$ cat src/rtl/glitch_filter_pkg.sv
// glitch_filter_pkg: shared types and default parameters for glitch_filter.
//   stateT              - 2-bit qualification FSM state
//   DEFAULT_STAGES      - default synchroniser depth
//   DEFAULT_FILTER_LEN  - default number of stable samples needed to change q
//   DEFAULT_CNT_W       - default stability counter width
package glitch_filter_pkg;

    // Gray-style encoding: q is simply state[1], and each legal move flips one bit.
    typedef enum logic [1:0] {
        ST_LOW    = 2'b00,
        PEND_HIGH = 2'b01,
        ST_HIGH   = 2'b11,
        PEND_LOW  = 2'b10
    } stateT;

    localparam int unsigned DEFAULT_STAGES     = 2;
    localparam int unsigned DEFAULT_FILTER_LEN = 4;
    localparam int unsigned DEFAULT_CNT_W      = 4;

endpackage

$ cat src/rtl/glitch_filter_sync_chain.sv
// sync_chain: STAGES-deep flop chain that brings the asynchronous level d into
// the c domain.
//   c    - clock, rising edge
//   rstn - synchronous active-low reset, clears every stage
//   d    - asynchronous input level
//   s    - synchronised level (last stage)
module sync_chain
    import glitch_filter_pkg::*;
#(
    parameter int unsigned STAGES = DEFAULT_STAGES
) (
    input  logic c,
    input  logic rstn,
    input  logic d,
    output logic s
);

    logic [STAGES-1:0] chain;

    always_ff @(posedge c) begin
        if (!rstn) begin
            chain <= '0;
        end else begin
            chain <= {chain[STAGES-2:0], d};
        end
    end

    assign s = chain[STAGES-1];

endmodule

$ cat src/rtl/glitch_filter.sv
// glitch_filter: synchronises a raw level and only passes a change to q once
// the synchronised level has been stable for FILTER_LEN consecutive samples.
//   c     - clock, rising edge
//   rstn  - synchronous active-low reset
//   d     - asynchronous, possibly glitchy input level
//   q     - filtered, registered level
//   busy  - a level change is pending qualification
//   rise  - one-cycle pulse in the first cycle q reads 1 (GLITCH_FILTER_EDGE_EN only)
//   fall  - one-cycle pulse in the first cycle q reads 0 (GLITCH_FILTER_EDGE_EN only)
// Build option: define GLITCH_FILTER_EDGE_EN to add the rise/fall edge outputs.
module glitch_filter
    import glitch_filter_pkg::*;
#(
    parameter int unsigned STAGES     = DEFAULT_STAGES,
    parameter int unsigned FILTER_LEN = DEFAULT_FILTER_LEN,
    parameter int unsigned CNT_W      = DEFAULT_CNT_W
) (
    input  logic c,
    input  logic rstn,
    input  logic d,
    output logic q,
`ifdef GLITCH_FILTER_EDGE_EN
    output logic rise,
    output logic fall,
`endif
    output logic busy
);

    localparam logic [CNT_W-1:0] CNT_ONE  = CNT_W'(1);
    localparam logic [CNT_W-1:0] CNT_LAST = CNT_W'(FILTER_LEN - 1);

    logic             s;
    stateT            state;
    logic [CNT_W-1:0] cnt;

    sync_chain #(
        .STAGES (STAGES)
    ) uSync (
        .c    (c),
        .rstn (rstn),
        .d    (d),
        .s    (s)
    );

    always_ff @(posedge c) begin
        if (!rstn) begin
            state <= ST_LOW;
            cnt   <= '0;
            q     <= 1'b0;
`ifdef GLITCH_FILTER_EDGE_EN
            rise  <= 1'b0;
            fall  <= 1'b0;
`endif
        end else begin
`ifdef GLITCH_FILTER_EDGE_EN
            rise <= 1'b0;
            fall <= 1'b0;
`endif
            case (state)
                ST_LOW: begin
                    q <= 1'b0;
                    if (s) begin
                        state <= PEND_HIGH;
                        cnt   <= CNT_ONE;
                    end else begin
                        cnt <= '0;
                    end
                end
                PEND_HIGH: begin
                    if (!s) begin
                        // Glitch shorter than FILTER_LEN: drop it.
                        state <= ST_LOW;
                        cnt   <= '0;
                    end else if (cnt == CNT_LAST) begin
                        state <= ST_HIGH;
                        cnt   <= '0;
                        q     <= 1'b1;
`ifdef GLITCH_FILTER_EDGE_EN
                        rise  <= 1'b1;
`endif
                    end else begin
                        cnt <= cnt + CNT_ONE;
                    end
                end
                ST_HIGH: begin
                    q <= 1'b1;
                    if (!s) begin
                        state <= PEND_LOW;
                        cnt   <= CNT_ONE;
                    end else begin
                        cnt <= '0;
                    end
                end
                PEND_LOW: begin
                    if (s) begin
                        state <= ST_HIGH;
                        cnt   <= '0;
                    end else if (cnt == CNT_LAST) begin
                        state <= ST_LOW;
                        cnt   <= '0;
                        q     <= 1'b0;
`ifdef GLITCH_FILTER_EDGE_EN
                        fall  <= 1'b1;
`endif
                    end else begin
                        cnt <= cnt + CNT_ONE;
                    end
                end
                default: begin
                    // Upset state register: fall back to a quiet low level.
                    state <= ST_LOW;
                    cnt   <= '0;
                    q     <= 1'b0;
                end
            endcase
        end
    end

    assign busy = (state == PEND_HIGH) || (state == PEND_LOW);

endmodule
$ cat config.mk
export PLATFORM = sky130hd
export DESIGN_NAME = glitch_filter
export DESIGN_NICKNAME = d
export VERILOG_FILES = /design/src/rtl/glitch_filter_pkg.sv /design/src/rtl/glitch_filter_sync_chain.sv /design/src/rtl/glitch_filter.sv
export SDC_FILE = /design/constraint.sdc
export NUM_CORES = 1
export LEC_CHECK = 0
export CELL_PAD_IN_SITES_DETAIL_PLACEMENT = 1
export CELL_PAD_IN_SITES_GLOBAL_PLACEMENT = 2
export CORE_MARGIN = 8
export CORE_UTILIZATION = 28
export DETAILED_ROUTE_END_ITERATION = 10
export PLACE_DENSITY = 0.78
export SYNTH_ARGS = -nofsm -noshare
export SYNTH_HDL_FRONTEND = slang
export SYNTH_HIERARCHICAL = 1
export SYNTH_SLANG_ARGS = --single-unit
$ cat constraint.sdc
create_clock -name c -period 1.5 [get_ports c]
set_input_delay 0.3 -clock c [delete_from_list [all_inputs] [get_ports c]]
set_output_delay 0.3 -clock c [all_outputs]
set_load 0.02 [all_outputs]
Word-level counts from Yosys, hierarchy flattened
Cells that the tools add are included.
- $add $sub $neg: 1
- reductions and logical operators: 4
- eq/ne operators: 12
- multiplexer cells: 18
- operators by type and width (operator ; count):
    case mux 4 bit (4 select lines) ; 1
    two-way mux 2 bit ; 6
    two-way mux 4 bit ; 3
    != test 2 bit (second input constant) ; 4
    case mux 2 bit (4 select lines) ; 1
    AND reduction 4 bit ; 2
    two-way mux 1 bit ; 6
    adder 4 x 1 -> 4 bit (second input constant) ; 1
    == test 2 bit (second input constant) ; 2
    == test 4 x 2 -> 1 bit (second input constant) ; 1
    != test 2 x 1 -> 1 bit (second input constant) ; 2
    case mux 1 bit (4 select lines) ; 1
    != test 3 x 2 -> 1 bit (second input constant) ; 1
    != test 3 bit (second input constant) ; 1
    == test 2 x 1 -> 1 bit (second input constant) ; 1
    zero test 2 bit ; 1
    logical OR 1 bit ; 1
- word-level logic and storage cells: 39
- output and inout bits: 2
- input bits: 3
- register bits after elaboration: 9

Logic depth before layout (Yosys ltp)
Gate-level depths: netlist (run 1).
- depth after elaboration: 4
- gate-level depth with buffers: 6
- gate-level depth less buffers: 6

By module
The synthesis (run 1) kept the hierarchy.
- by module, submodules not included (module ; area an instance (um^2) ; instances ; seq. area each (um^2) ; cells an instance):
    glitch_filter ; 436.7 ; 1 ; 140.1 ; 53
    sync_chain ; 52.6 ; 1 ; 40.0 ; 4

Worst setup path before layout (run 1)
Ideal clock, no wire load.
- path type: reg-to-reg
- start point: register cnt[0]
- end point: register state[0]
- arrival: 1353 ps
- path slack: 27 ps
- setup time: 119 ps
- clock period less this slack: 1473 ps
- cell stages (with the launch flop): 6
- buffers on the path: 0
- required time: 1381 ps
- cells stage by stage: dfxtp_1 -> ha_1 -> or3b_4 -> a211o_1 -> nand3_1 -> a21oi_1
- cells in the longest elaborated chain, start to end: 3
- elaborated cells on any way between the ends: 4
- those cells by class: 3 x eq/ne; 1 x reduce/logical
- RTL lines (item ; RTL line ; RTL):
    start: declaration ; glitch_filter.sv:34 ; logic [CNT_W-1:0] cnt;
    start signal: assignment ; glitch_filter.sv:82 ; cnt <= cnt + CNT_ONE;
    start signal: assignment ; glitch_filter.sv:106 ; cnt <= cnt + CNT_ONE;
    == test 4 x 2 -> 1 bit * ; glitch_filter.sv:74, glitch_filter.sv:98 ;
    != test 3 x 2 -> 1 bit (no line) or != test 3 bit (tied branches) ; n/a ;
    AND reduction 4 bit (no line) * ; n/a ;
    end signal: assignment ; glitch_filter.sv:72 ; state <= ST_LOW;
    end signal: assignment ; glitch_filter.sv:75 ; state <= ST_HIGH;
    end signal: assignment ; glitch_filter.sv:99 ; state <= ST_LOW;
    end: declaration ; glitch_filter.sv:33 ; stateT state;
Every way passes the cells marked *; elsewhere a longest branch is shown, timed or not.
A chain may end at the register's enable or synchronous reset.

Worst setup path after layout (run 1)
- start point: register cnt[1]
- end point: register state[0]
The elaborated chain is that of the path after synthesis.

==> results.tsv, run 1 <==
metric	value	unit
sw power	0.162	mW
Routability Congestion	0.686	
vias	461	
largest cells by area after synthesis	dfxtp_1 37%, ha_1 13%, a21oi_1 6.1%	
slowest stage cell, crit path	or3b_4	
global-route wire length before repair	2.21	mm
io pins	5	
crit-path cells	ha_4 -> or3b_4 -> a211o_1 -> nand3_1 -> a21oi_1	
RSZ-0062 raised after global routing	true	
largest net degree at the start of global routing	9	
Vias/cell	5.07	
DR pass1 iterations	2	
commonest cells in the netlist	9 x dfxtp_1, 6 x a21oi_1, 6 x o21ai_0	
Slew HR	0.786	
nets@finish	83	
Seq/Total Area, Yosys	0.368	
H-tree levels	1	
total routed wirelength	1.21	mm
clock power share	0.343	
Comb power frac	0.211	
FFs w/ async S/R, synth	0	
ANT nets after route	0	
clk_lat worst skew	260	ps
total core area	1690	um^2
crit path time final	1470	ps
Setup Viol. Count Final	0	
fin worst setup slack	31.6	ps
CTS tree	done	
per-cell routed wire length	13.3	um
Tot GR Track Use	0.0844	
Tcrit/Tclk final	0.979	
worst endpoint data arrival time	1620	ps
Multi-input gate area	307	um^2
layout cells sized above 1	0.297	
Pwr per Cell Area	862	nW/um^2
min-delay worst type	reg2reg	
crit-path max cell delay	420	ps
critical path endpoint category	flop	
Final Max Slew Viols	0	
die area	3340	um^2
Iter 0 DRT Violations	1	
cell taking the most area after synthesis	dfxtp_1	
Power Internal	0.413	mW
Worst EP required	1660	ps
row count	15	
Root Buffer	clkbuf_4	
placed cell areas	606	um^2
Post-Syn Nets	65	
ys flop type	dfxtp_1	
clk buf depth	2	
initial core utilization	0.290	
clock slew seen by the registers of the worst setup and hold paths	70	ps
number of port buffers	4	
clock skew	0.295	ps
Layout area overhead	36.3	%
DP Wirelength	917	um
die height	57.8	um
fill count	205	
Synth Register Bits	9	
Design Area, Final	667	um^2
yosys warns	6	
initial antenna violation count	0	
vias in the first global route	520	
register area	183	um^2
Least-Margin Pin Slew	321	ps
Final Hold Viols	0	
Sum Neg Setup Slack	0	ps
total CTS buffers	3	
achievable frequency	681	MHz
pre-CTS setup slack	-99.1	ps
Post-Syn Area per Cell	8.58	um^2
Remaining DRCs	0	
WS Path Type	reg2reg	
CP startpoint kind	flop	
Mapped Area	489	um^2
synth unique cells	22	
switching share of power	0.282	
WHS	438	ps
Yosys top cell area share	0.368	
Peak VDD IR	0.444	mV
Static Leak	0.265	nW
Die X	57.8	um
number of flops mapped to enable cells by yosys	0	
status	finished clean	
gr ovfl total	0	
register share of total power	0.445	
clk sinks	9	
ant diodes	0	
most numerous cell in the Yosys netlist	dfxtp_1	
Synth Instances	57	
critical path peak fanout	6	
Max Cap Viol	0	
==> layer usage <==
layer	wire (um)	vias up	global-route usage
met5	0	-	0
met4	22	0	0.0420
met3	41	5	0.0287
met2	629	6	0.142
met1	521	219	0.0923
li1	-	231	-
==> worst max-delay path: cells and delay by family, from the launching register on <==
family | cells | cell delay, ps
AO/OA/AOI/OAI | 2 | 380
flip-flops | 1 | 350
AND/OR/NAND/NOR | 2 | 490
adder cells (fa/ha/maj) | 1 | 130
==> cell type report <==
class,count,area share
clock buffers,4,0.0394
flip-flops and latches,9,0.274
well taps,17,0.0319
multi-input cells,42,0.460
inverters,5,0.0281
repair buffers,14,0.167
==> sequential cells by signal (all words and copies together), names as in the netlist <==
signal and count:
cnt 4, state 2, uSync/chain 2, q 1
==> cells in the final DEF (no fill, tap or decap) <==
| cell | instances |
|---|---|
| buf_4 | 11 |
| dfxtp_1 | 7 |
| a21oi_1 | 6 |
| inv_1 | 5 |
| nor2_1 | 5 |
| nand3_1 | 3 |
| o21ai_1 | 3 |
| o21ai_0 | 3 |
| clkbuf_4 | 3 |
| a211o_1 | 2 |
| nor2b_1 | 2 |
| ha_1 | 2 |
| ha_2 | 2 |
| dfxtp_2 | 2 |
| clkdlybuf4s50_1 | 2 |
| and2_1 | 2 |
| or3b_4 | 1 |
| a211oi_2 | 1 |
| a21boi_1 | 1 |
| mux2i_1 | 1 |
| or3_1 | 1 |
| xor2_1 | 1 |
| nand2_1 | 1 |
| nand3b_1 | 1 |
| nand2b_1 | 1 |
| o21ai_2 | 1 |
| a211oi_1 | 1 |
| ha_4 | 1 |
| clkbuf_1 | 1 |
| dlygate4sd2_1 | 1 |
==> metrics by stage <==
step	util	total power [mW]	cells
after floorplan	-	0.328	57
after global placement	0.359	0.380	85
after detailed placement	0.359	0.383	85
after CTS	0.373	0.578	89
after global routing	0.395	0.615	91
final	0.395	0.575	91
==> cells by family (layout without fill, tap and decap cells) <==
group           after synthesis  count (layout)  synth area share
xor+xnor                      1               1            0.0179
simple gates                 17              17             0.192
fa+ha+maj                     5               5             0.128
mux                           1               1            0.0205
buf+inv                       6              23            0.0486
flops                         9               9             0.368
compound gates               18              18             0.225
==> repair_timing <==
| action | CTS | global route |
|---|---|---|
| hold buffers | 0 | 0 |
| resized for setup | 11 | 6 |
| buffers inserted | 0 | 2 |
| pin swaps | 4 | 5 |
| endpoints found under the setup margin | 5 | 7 |
==> power by group through the flow <==
stage	registers [mW]	logic (mW)	clock network, mW
after floorplan	0.263	0.0649	0
after global placement	0.260	0.119	0
after detailed placement	0.261	0.122	0
after CTS	0.256	0.118	0.204
after global routing	0.257	0.138	0.220
final	0.256	0.122	0.198
==> path summary, 6_finish.rpt <==
path                                                 from                        end  slack [ps]  depth (start not counted)
worst max-delay path                    cnt[1]$_SDFF_PN0_      state[0]$_SDFFE_PN0P_          30                          5
worst min-delay path            uSync/chain[0]$_SDFF_PN0_  uSync/chain[1]$_SDFF_PN0_         440                          1
worst max register to register          cnt[1]$_SDFF_PN0_      state[0]$_SDFFE_PN0P_          30                          5
worst min register to register  uSync/chain[0]$_SDFF_PN0_  uSync/chain[1]$_SDFF_PN0_         440                          1
No activity file was read; power rests on OpenSTA's default activity.
==> inputs of run 2 (changes only) <==
Settings changed: ABC_AREA set to 1, CORE_UTILIZATION 28 to 26, PLACE_DENSITY 0.78 to 0.77.
==> run 2 against run 1 <==
Against the previous run: area after synthesis is 1.3% higher; routed wire length down 12%; final area down 4.7%; global-route usage is 1.4 points lower; first-iteration DRC count unchanged; register-to-register slack improved by 160 ps; via count is 2.2% lower; sequential power is 29% higher; sequential cell count did not move.
==> results.tsv, run 2 <==
metric	value	unit	change
vias	451		was 461
cell taking the most area after synthesis	dfxtp_1		unchanged
achievable frequency	712	MHz	was 681 MHz
number of port buffers	4		unchanged
commonest cells in the netlist	12 x nand2_1, 9 x dfxtp_1, 8 x inv_1, 8 x nor2_1, 6 x a21oi_1		was 9 x dfxtp_1, 6 x a21oi_1, 6 x o21ai_0
layout cells sized above 1	0.225		was 0.297
Comb power frac	0.595		was 0.211
critical path endpoint category	output port		was flop
slowest stage cell, crit path	dfxtp_2		was or3b_4
H-tree levels	1		unchanged
Synth Area in Adders	0.126		was 0.128
Post-Syn Nets	75		was 65
crit-path cells	inv_1 -> ha_1 -> buf_4		was ha_4 -> or3b_4 -> a211o_1 -> nand3_1 -> a21oi_1
Final Max Slew Viols	0		unchanged
sw power	0.522	mW	was 0.162 mW
yosys warns	6		unchanged
Synth Instances	67		was 57
Layout area overhead	28.3	%	was 36.3%
post-cts resize count	4		was 11
Critical R2R Capture	q$_SDFFE_PN0P_		was state[0]$_SDFFE_PN0P_
register share of total power	0.261		was 0.445
RSZ-0062 raised after global routing	false		was true
Worst Hold Path EP	uSync/chain[1]$_SDFF_PN0_		unchanged
total routed wirelength	1.07	mm	was 1.21 mm
gr ovfl total	0		unchanged
post-synthesis compound-gate area fraction	0.106		was 0.225
clock slew seen by the registers of the worst setup and hold paths	60	ps	was 70 ps
global-route wire length before repair	1.91	mm	was 2.21 mm
max reg flops	4		unchanged
Post-Route M1 WL	479	um	was 521 um
Max Cap Viol	0		unchanged
Peak VDD IR	0.811	mV	was 0.444 mV
Final Hold Viols	0		unchanged
ant diodes	0		unchanged
Pwr per Cell Area	1990	nW/um^2	was 862 nW/um^2
simple-gate share of the synthesized area	0.301		was 0.192
most numerous cell in the Yosys netlist	nand2_1		was dfxtp_1
Setup Viol. Count Final	0		unchanged
switching share of power	0.412		was 0.282
Sum Neg Setup Slack	0	ps	unchanged
clk_lat worst skew	260	ps	about the same
Seq/Total Area, Yosys	0.364		was 0.368
routed wl met2	538	um	was 629 um
Tcrit/Tclk final	0.936		was 0.979
Vias/cell	4.30		was 5.07
worst endpoint data arrival time	1100	ps	was 1620 ps
Pwr Total	1.27	mW	was 0.575 mW
nets@finish	89		was 83
Iter 0 DRT Violations	1		unchanged
Mapped Area	495	um^2	was 489 um^2
Remaining DRCs	0		unchanged
row count	15		unchanged
critical path peak fanout	2		was 6
Slew HR	0.798		was 0.786
Root Buffer	clkbuf_4		unchanged
total setup buffers inserted after CTS	0		unchanged
Routability Congestion	0.680		was 0.686
WS Path Type	reg2out		was reg2reg
xor/xnor cell area share of the yosys netlist	0.0354		was 0.0179
DR pass1 iterations	2		unchanged
total core area	1760	um^2	was 1690 um^2
number of flops mapped to enable cells by yosys	0		unchanged
Worst EP required	1200	ps	was 1660 ps
Tot GR Track Use	0.0708		was 0.0844
total CTS buffers	3		unchanged
Hold Crit Depth	2		was 1
# hold bufs at CTS	0		unchanged
ANT nets after route	0		unchanged
mux contribution to synthesized area	0		was 0.0205
largest family of logic cells by synthesized area	simple AND/OR/NAND/NOR gates		was compound AO/OA/AOI/OAI gates
initial core utilization	0.281		was 0.290
io pins	5		unchanged
fin worst setup slack	96.0	ps	was 31.6 ps
Die X	59.7	um	was 57.8 um
initial antenna violation count	0		unchanged
per-cell routed wire length	10.2	um	was 13.3 um
vias in the first global route	484		was 520
clock power share	0.144		was 0.343
pre-CTS setup slack	-88.6	ps	was -99.1 ps
status	finished clean		unchanged
clk sinks	9		unchanged
Synth Register Bits	9		unchanged
Top Layer Used	met3		was met4
Post-Syn Area per Cell	7.40	um^2	was 8.58 um^2
crit path time final	1400	ps	was 1470 ps
largest net degree at the start of global routing	9		unchanged
Met3 Wirelength	48	um	was 41 um
most common cell after layout, fill and taps aside	nand2_1		was buf_4
synth unique cells	16		was 22
die height	59.7	um	was 57.8 um
clk buf depth	2		unchanged
most frequent cells in the layout	12 x nand2_1, 8 x inv_1, 8 x nor2_1, 8 x dfxtp_1		was 11 x buf_4, 7 x dfxtp_1, 6 x a21oi_1
DP Wirelength	851	um	was 917 um
biggest regs	cnt: 4 flops, state: 2 flops, uSync/chain: 2 flops		unchanged
most flop-heavy register	cnt		unchanged
FFs w/ async S/R, synth	0		unchanged
crit-path max cell delay	320	ps	was 420 ps
CP startpoint kind	flop		unchanged
Static Leak	0.300	nW	was 0.265 nW
worst r2r path cells	8		was 5
die area	3560	um^2	was 3340 um^2
clock skew	5.53	ps	was 0.295 ps
Power Internal	0.745	mW	was 0.413 mW
reg2reg start	state[0]$_SDFFE_PN0P_		was cnt[1]$_SDFF_PN0_
CTS tree	done		unchanged
Yosys top cell area share	0.364		was 0.368
largest cells by area after synthesis	dfxtp_1 36%, ha_1 13%, nand2_1 9.1%		was dfxtp_1 37%, ha_1 13%, a21oi_1 6.1%
min-delay src	uSync/chain[0]$_SDFF_PN0_		unchanged
min-delay worst type	reg2reg		unchanged
setup slack, reg-to-reg	190	ps	was 30 ps
Least-Margin Pin Slew	302	ps	was 321 ps
ys flop type	dfxtp_1		unchanged
[run 2: how the worst max path moves through the flow]
stage / to / start / slack [ps]
after CTS: q / q$_SDFFE_PN0P_ / 0.7
final: busy / state[0]$_SDFFE_PN0P_ / 100
after global placement: busy / state[0]$_SDFFE_PN0P_ / -40
after detailed placement: busy / state[0]$_SDFFE_PN0P_ / -90
after global routing: busy / state[0]$_SDFFE_PN0P_ / 10
after floorplan: state[0]$_SDFFE_PN0P_ / state[0]$_SDFFE_PN0P_ / 250
[run 2: power by group through the flow]
| stage | Clock (mW) | Sequential (mW) | Combinational (mW) |
|---|---|---|---|
| 6_report | 0.182 | 0.330 | 0.754 |
| 5_1_grt | 0.210 | 0.337 | 0.857 |
| 4_1_cts | 0.193 | 0.330 | 0.744 |
| 3_5_place_dp | 0 | 0.335 | 0.764 |
| 3_3_place_gp | 0 | 0.331 | 0.747 |
| 2_1_floorplan | 0 | 0.353 | 0.449 |
[run 2: layout make-up]
type	instances	area [um^2]
Inverter	9	33.8
Tap cell	25	31.3
Multi-Input combinational cell	49	285
Clock buffer	4	26.3
Timing Repair Buffer	9	77.6
Sequential cell	9	181
Fill cell	235	1130
[run 2: kinds of logic after synthesis]
kind of cell / Yosys count
adders and majority gates: 5
buffers and inverters: 9
DFF: 9
and+or+nand+nor: 32
AOI/OAI and AO/OA: 10
xor gates and xnor gates: 2
[run 2: through the flow]
| step | instances | area (um^2) | hold WS [ps] | util |
|---|---|---|---|---|
| finish | 105 | 636 | 417 | 0.360 |
| global route | 105 | 636 | 431 | 0.360 |
| CTS | 105 | 626 | 424 | 0.355 |
| detailed placement | 101 | 604 | 408 | 0.343 |
| global placement | 101 | 604 | 397 | 0.343 |
| floorplan | 67 | 495 | 390 | - |
[run 2: metal layers]
metal  vias to the layer above  track usage
li1                        236            -
met1                       208       0.0684
met2                         7        0.126
met3                         0       0.0385
met4                         0       0.0204
met5                         -            0
[run 2: worst max-delay path, delay by kind of cell, from the launching register on]
| family | cells | cell delay (ps) |
|---|---|---|
| buffers and inverters | 2 | 220 |
| flip-flops | 1 | 320 |
| adder cells (fa/ha/maj) | 1 | 310 |
